[src/rtl/corefifo_gray_ptr_sync.sv]
// corefifo_gray_ptr_sync: multi-channel Gray pointer synchroniser with
// binary decode, per-cycle advance delta and illegal-step detection.
module corefifo_gray_ptr_sync #(
    parameter int NUM_STAGES = 2,
    parameter int ADDRWIDTH  = 3,
    parameter int NUM_CH     = 1,
    parameter int PIPE_DEC   = 1
) (
    input  logic                            clk,
    input  logic                            arstn,
    input  logic                            srstn,
    input  logic [NUM_CH*(ADDRWIDTH+1)-1:0] inp,
    input  logic [NUM_CH-1:0]               err_clr,
    output logic [NUM_CH*(ADDRWIDTH+1)-1:0] sync_gray,
    output logic [NUM_CH*(ADDRWIDTH+1)-1:0] sync_bin,
    output logic [NUM_CH*(ADDRWIDTH+1)-1:0] ptr_delta,
    output logic [NUM_CH-1:0]               ptr_adv,
    output logic [NUM_CH-1:0]               gray_err,
    output logic                            warm
);
    localparam int PW = ADDRWIDTH + 1;
    localparam int WU = NUM_STAGES + PIPE_DEC + 1;
    localparam int CW = $clog2(NUM_STAGES + PIPE_DEC + 2);

    function automatic logic [PW-1:0] gray2bin(input logic [PW-1:0] g);
        logic [PW-1:0] b;
        b[PW-1] = g[PW-1];
        for (int i = PW - 2; i >= 0; i--)
            b[i] = b[i+1] ^ g[i];
        return b;
    endfunction

    logic [CW-1:0] wcnt;

    assign warm = (wcnt == CW'(WU));

    // Warm-up counter, saturating once the pipeline holds real data
    always_ff @(posedge clk or negedge arstn) begin
        if (!arstn)
            wcnt <= '0;
        else if (!srstn)
            wcnt <= '0;
        else if (!warm)
            wcnt <= wcnt + CW'(1);
    end

    for (genvar c = 0; c < NUM_CH; c++) begin : g_ch
        logic [PW-1:0] stg [NUM_STAGES];
        logic [PW-1:0] gray;
        logic [PW-1:0] bin;
        logic [PW-1:0] prev_bin;
        logic [PW-1:0] prev_gray;
        logic [PW-1:0] flips;
        logic [PW-1:0] delta;
        logic          multi;
        logic          err;

        assign gray  = stg[NUM_STAGES-1];
        assign flips = gray ^ prev_gray;
        assign multi = |(flips & (flips - PW'(1)));
        assign delta = warm ? (bin - prev_bin) : '0;

        // Synchroniser flop chain
        always_ff @(posedge clk or negedge arstn) begin
            if (!arstn) begin
                for (int i = 0; i < NUM_STAGES; i++)
                    stg[i] <= '0;
            end else if (!srstn) begin
                for (int i = 0; i < NUM_STAGES; i++)
                    stg[i] <= '0;
            end else begin
                stg[0] <= inp[c*PW +: PW];
                for (int i = 1; i < NUM_STAGES; i++)
                    stg[i] <= stg[i-1];
            end
        end

        if (PIPE_DEC != 0) begin : g_pipe
            logic [PW-1:0] bin_q;

            // Registered Gray-to-binary decode
            always_ff @(posedge clk or negedge arstn) begin
                if (!arstn)
                    bin_q <= '0;
                else if (!srstn)
                    bin_q <= '0;
                else
                    bin_q <= gray2bin(gray);
            end

            assign bin = bin_q;
        end else begin : g_comb
            assign bin = gray2bin(gray);
        end

        // Previous-sample history and sticky error; a set beats a clear
        always_ff @(posedge clk or negedge arstn) begin
            if (!arstn) begin
                prev_bin  <= '0;
                prev_gray <= '0;
                err       <= 1'b0;
            end else if (!srstn) begin
                prev_bin  <= '0;
                prev_gray <= '0;
                err       <= 1'b0;
            end else begin
                prev_bin  <= bin;
                prev_gray <= gray;
                err       <= (warm & multi) | (err & ~err_clr[c]);
            end
        end

        assign sync_gray[c*PW +: PW] = gray;
        assign sync_bin[c*PW +: PW]  = bin;
        assign ptr_delta[c*PW +: PW] = delta;
        assign ptr_adv[c]            = |delta;
        assign gray_err[c]           = err;
    end

endmodule
[config.mk]
export PLATFORM = sky130hd
export DESIGN_NAME = corefifo_gray_ptr_sync
export DESIGN_NICKNAME = d
export VERILOG_FILES = /design/src/rtl/corefifo_gray_ptr_sync.sv
export SDC_FILE = /design/constraint.sdc
export NUM_CORES = 1
export LEC_CHECK = 0
export BUFFER_PORTS_ARGS = -buffer_cell sky130_fd_sc_hd__buf_2
export CELL_PAD_IN_SITES_DETAIL_PLACEMENT = 0
export CELL_PAD_IN_SITES_GLOBAL_PLACEMENT = 1
export CORE_UTILIZATION = 41
export CTS_CLUSTER_SIZE = 12
export DETAILED_ROUTE_END_ITERATION = 6
export PLACE_DENSITY = 0.78
export SYNTH_ARGS = -nofsm -noshare
export SYNTH_HDL_FRONTEND = slang
export SYNTH_SLANG_ARGS = --single-unit
[constraint.sdc]
create_clock -name clk -period 2.2 [get_ports clk]
set_input_delay 0.22 -clock clk [delete_from_list [all_inputs] [get_ports clk]]
set_output_delay 0.22 -clock clk [all_outputs]
set_load 0.005 [all_outputs]
==> results.cfg <==
[sta]
whs_ns = 0.1185
setup_viol = 0
fin_crit_sh_pct = 99.58
min_period_ns = 2.191
hold_violations = 0
clock.fmax_mhz = 456.4
relSlewSlack_pct = 66.17
rsz0062_at_grt = true
tightestPinTransition_ns = 0.5075
maxSlewViolCount = 0
clock_skew_ns = 0.004595

[worst_setup_path]
cpPeakStageDelay_ns = 0.52
path_max_fanout = 3
cp-end-kind = output port
critical_path_class = reg -> out
critical_path.cell_chain = inv_1 > ha_2 > inv_2 > fa_2 > and3b_1 > a31oi_1 > buf_2
crit_path_start_kind = flip-flop
crit_slowest_cell = fa_2
crit_arrival_ns = 1.97
cp.required_ns = 1.98

[logic_synthesis]
synth.most_common_cell = dfrtp_1
synth_top_family_by_area = simple AND/OR/NAND/NOR gates
ys_types = 26
syn_inst = 96
yosysWarnings = 0
ys_seq_area_share_pct = 53.18
synth-xor-area-share_pct = 8.092
yosysTopAreaCell = dfrtp_1
synth_fa_ha_area_share_pct = 7.630
ys_top_cells_by_area = dfrtp_1 53%, and2_1 9.8%, ha_1 5.8%
synth.avg_cell_area_sq_um = 11.27
synth_ff_type = dfrtp_1
muxShareOfSynthArea_pct = 0
async_flop_share_pct = 100.0
synth_area_sq_um = 1082
synth_compound_area_share_pct = 5.202
synth.ff_latch_count = 23
yosys.area.top_type_share_pct = 53.18
ys_top_cells_by_count = 23 x dfrtp_1, 17 x and2_1, 8 x inv_1
synth.net_count = 110
yosys.area_share.simple_pct = 18.27
synth_edf_count = 0

[clock_network]
cts_tree = yes
cts.sinks = 23
clock_latency_ns = 0.31
numCtsBuffers = 3
htreeDepth = 1
cts_max_path_buffers = 2
cts-root-buf = clkbuf_4
clk_pin_slew_ns = 0.12

[cells_and_area]
multi_input_area_sq_um = 429.2
fillers = 250
areaGrowthSynthToFinish_pct = 13.30
layout.cells.non_filler = 147
regArea_sq_um = 575.6
nets = 132
drive_above_1_share_pct = 28.21
diodes = 0

[route]
vias = 688
totalWireLength_microns = 1631
wl_per_cell_microns = 11.10
route.detailed.drc = 0
vias_per_cell = 4.680
drtAntennaViolNets = 0
drt_pass1_iterations = 4
dr.first_iter.drc_count = 1

[grt]
antenna_found_initial = 0
grt_usage_pct = 14.00
overflow = 0
grt_pass1_vias = 656
grt_max_degree = 26
grt_pass1_wl_microns = 2739

[pwr]
power_leakage_nw = 0.6609
power_density_nw_per_um2 = 626.5
ir_drop_uv = 421.5

[placed_design]
dp_hpwl_microns = 1179
port_buffers = 22
gp_congestion = 0.6162
dpl.cell_count = 141

[floorplanning]
die_h_microns = 53.38
initial_utilization_pct = 43.69
core_area_sq_um = 2477
pin_count = 23
dieArea_sq_um = 2849
rows = 18
die_w_microns = 53.38

[min_path]
hold_class = in -> reg

[job]
maxCapViolations = 0

[run_status]
status = finished, final reports clean
## cells by family (layout without fill, tap and decap cells)
family / after synthesis / in the layout
simple gates: 33 / 33
flops: 23 / 23
buf+inv: 15 / 36
xor+xnor: 10 / 10
compound gates: 9 / 9
fa+ha+maj: 6 / 6
## path summary, 6_finish.rpt
kind | startpoint | end | slack [ns] | cells past startpoint
setup / recovery | sync_bin[0]$_DFF_PN0_ | ptr_adv | 0.009 | 7
hold / removal | inp[2] | g_ch[0].stg[6]$_DFF_PN0_ | 0.12 | 2
setup reg to reg | wcnt[0]$_DFFE_PN0P_ | wcnt[0]$_DFFE_PN0P_ | 0.84 | 6
hold reg to reg | g_ch[0].stg[7]$_DFF_PN0_ | sync_gray[3]$_DFF_PN0_ | 0.47 | 1
max in group asynchronous | arstn | g_ch[0].prev_gray[1]$_DFF_PN0_ | 1.46 | 2
min in group asynchronous | arstn | g_ch[0].stg[4]$_DFF_PN0_ | 0.40 | 2
## flip-flops by register name (all words and copies together), names as in the netlist
register	cells
g_ch.prev_bin	4
g_ch.prev_gray	3
g_ch.stg	4
gray_err	1
sync_bin	4
sync_gray	4
wcnt	3
## timing repair
action / 4_1_cts / 5_1_grt
endpoints found under the hold margin: 23 / 0
setup buffers: 1 / 0
pin swaps: 1 / 2
hold buffers: 1 / 0
resized for setup: 4 / 0
endpoints found under the setup margin: 2 / 2
## metal layers
metal | part of all wire (%) | global-route usage (%) | vias to the layer above
met5 | 0 | 0 | -
met4 | 1.9 | 9.211 | 0
met3 | 3.5 | 1.724 | 4
met2 | 50 | 24.58 | 17
met1 | 45 | 15.60 | 322
li1 | - | - | 345
## critical path: cells and delay by family (launching register included)
kind / cells / cell delay (ns)
AND/OR/NAND/NOR: 1 / 0.17
buffers and inverters: 3 / 0.24
AO/OA/AOI/OAI: 1 / 0.14
flip-flops: 1 / 0.42
adder cells (fa/ha/maj): 2 / 0.70
## metrics by stage
step / worst slack [ns] / cell area (sq um) / total power (W) / utilization, % / TNS, ns
4_1_cts: -0.004034 / 1226 / 0.0007874 / 49.49 / -0.004034
5_1_grt: -0.07917 / 1226 / 0.0008141 / 49.49 / -0.1230
3_3_place_gp: 0.3718 / 1177 / 0.0005782 / 47.53 / 0
6_report: 0.009131 / 1226 / 0.0007682 / 49.49 / 0
3_5_place_dp: 0.3183 / 1177 / 0.0005843 / 47.53 / 0
2_1_floorplan: 0.4535 / 1082 / 0.0005474 / - / 0
## layout make-up
type,count,area share (%)
Clock buffer,4,2.143
Inverter,8,2.449
Multi-Input combinational cell,58,35.00
Sequential cell,23,46.94
Tap cell,30,3.061
Timing Repair Buffer,24,10.41
## cells in the final DEF, fill, tap and decap left out, types with 2 or more instances in the layout
master / netlist / layout
a31oi_1: 2 / 2
and2_1: 17 / 17
and2_2: 3 / 3
buf_2: 0 / 22
clkbuf_4: 0 / 3
dfrtp_1: 23 / 23
ha_1: 5 / 4
inv_1: 8 / 6
inv_2: 0 / 2
nand2_1: 4 / 4
nor2_1: 2 / 2
o21ai_0: 3 / 3
xnor2_1: 5 / 5
xor2_1: 5 / 5
## where the power goes
| group | leakage, nW | switching (W) | internal, W |
|---|---|---|---|
| clock | 0.0150 | 0.000119 | 0.0000707 |
| sequential | 0.309 | 0.0000156 | 0.000445 |
| combinational | 0.337 | 0.0000593 | 0.0000586 |
| total | 0.661 | 0.000194 | 0.000574 |
No activity file was read; power rests on OpenSTA's default activity.
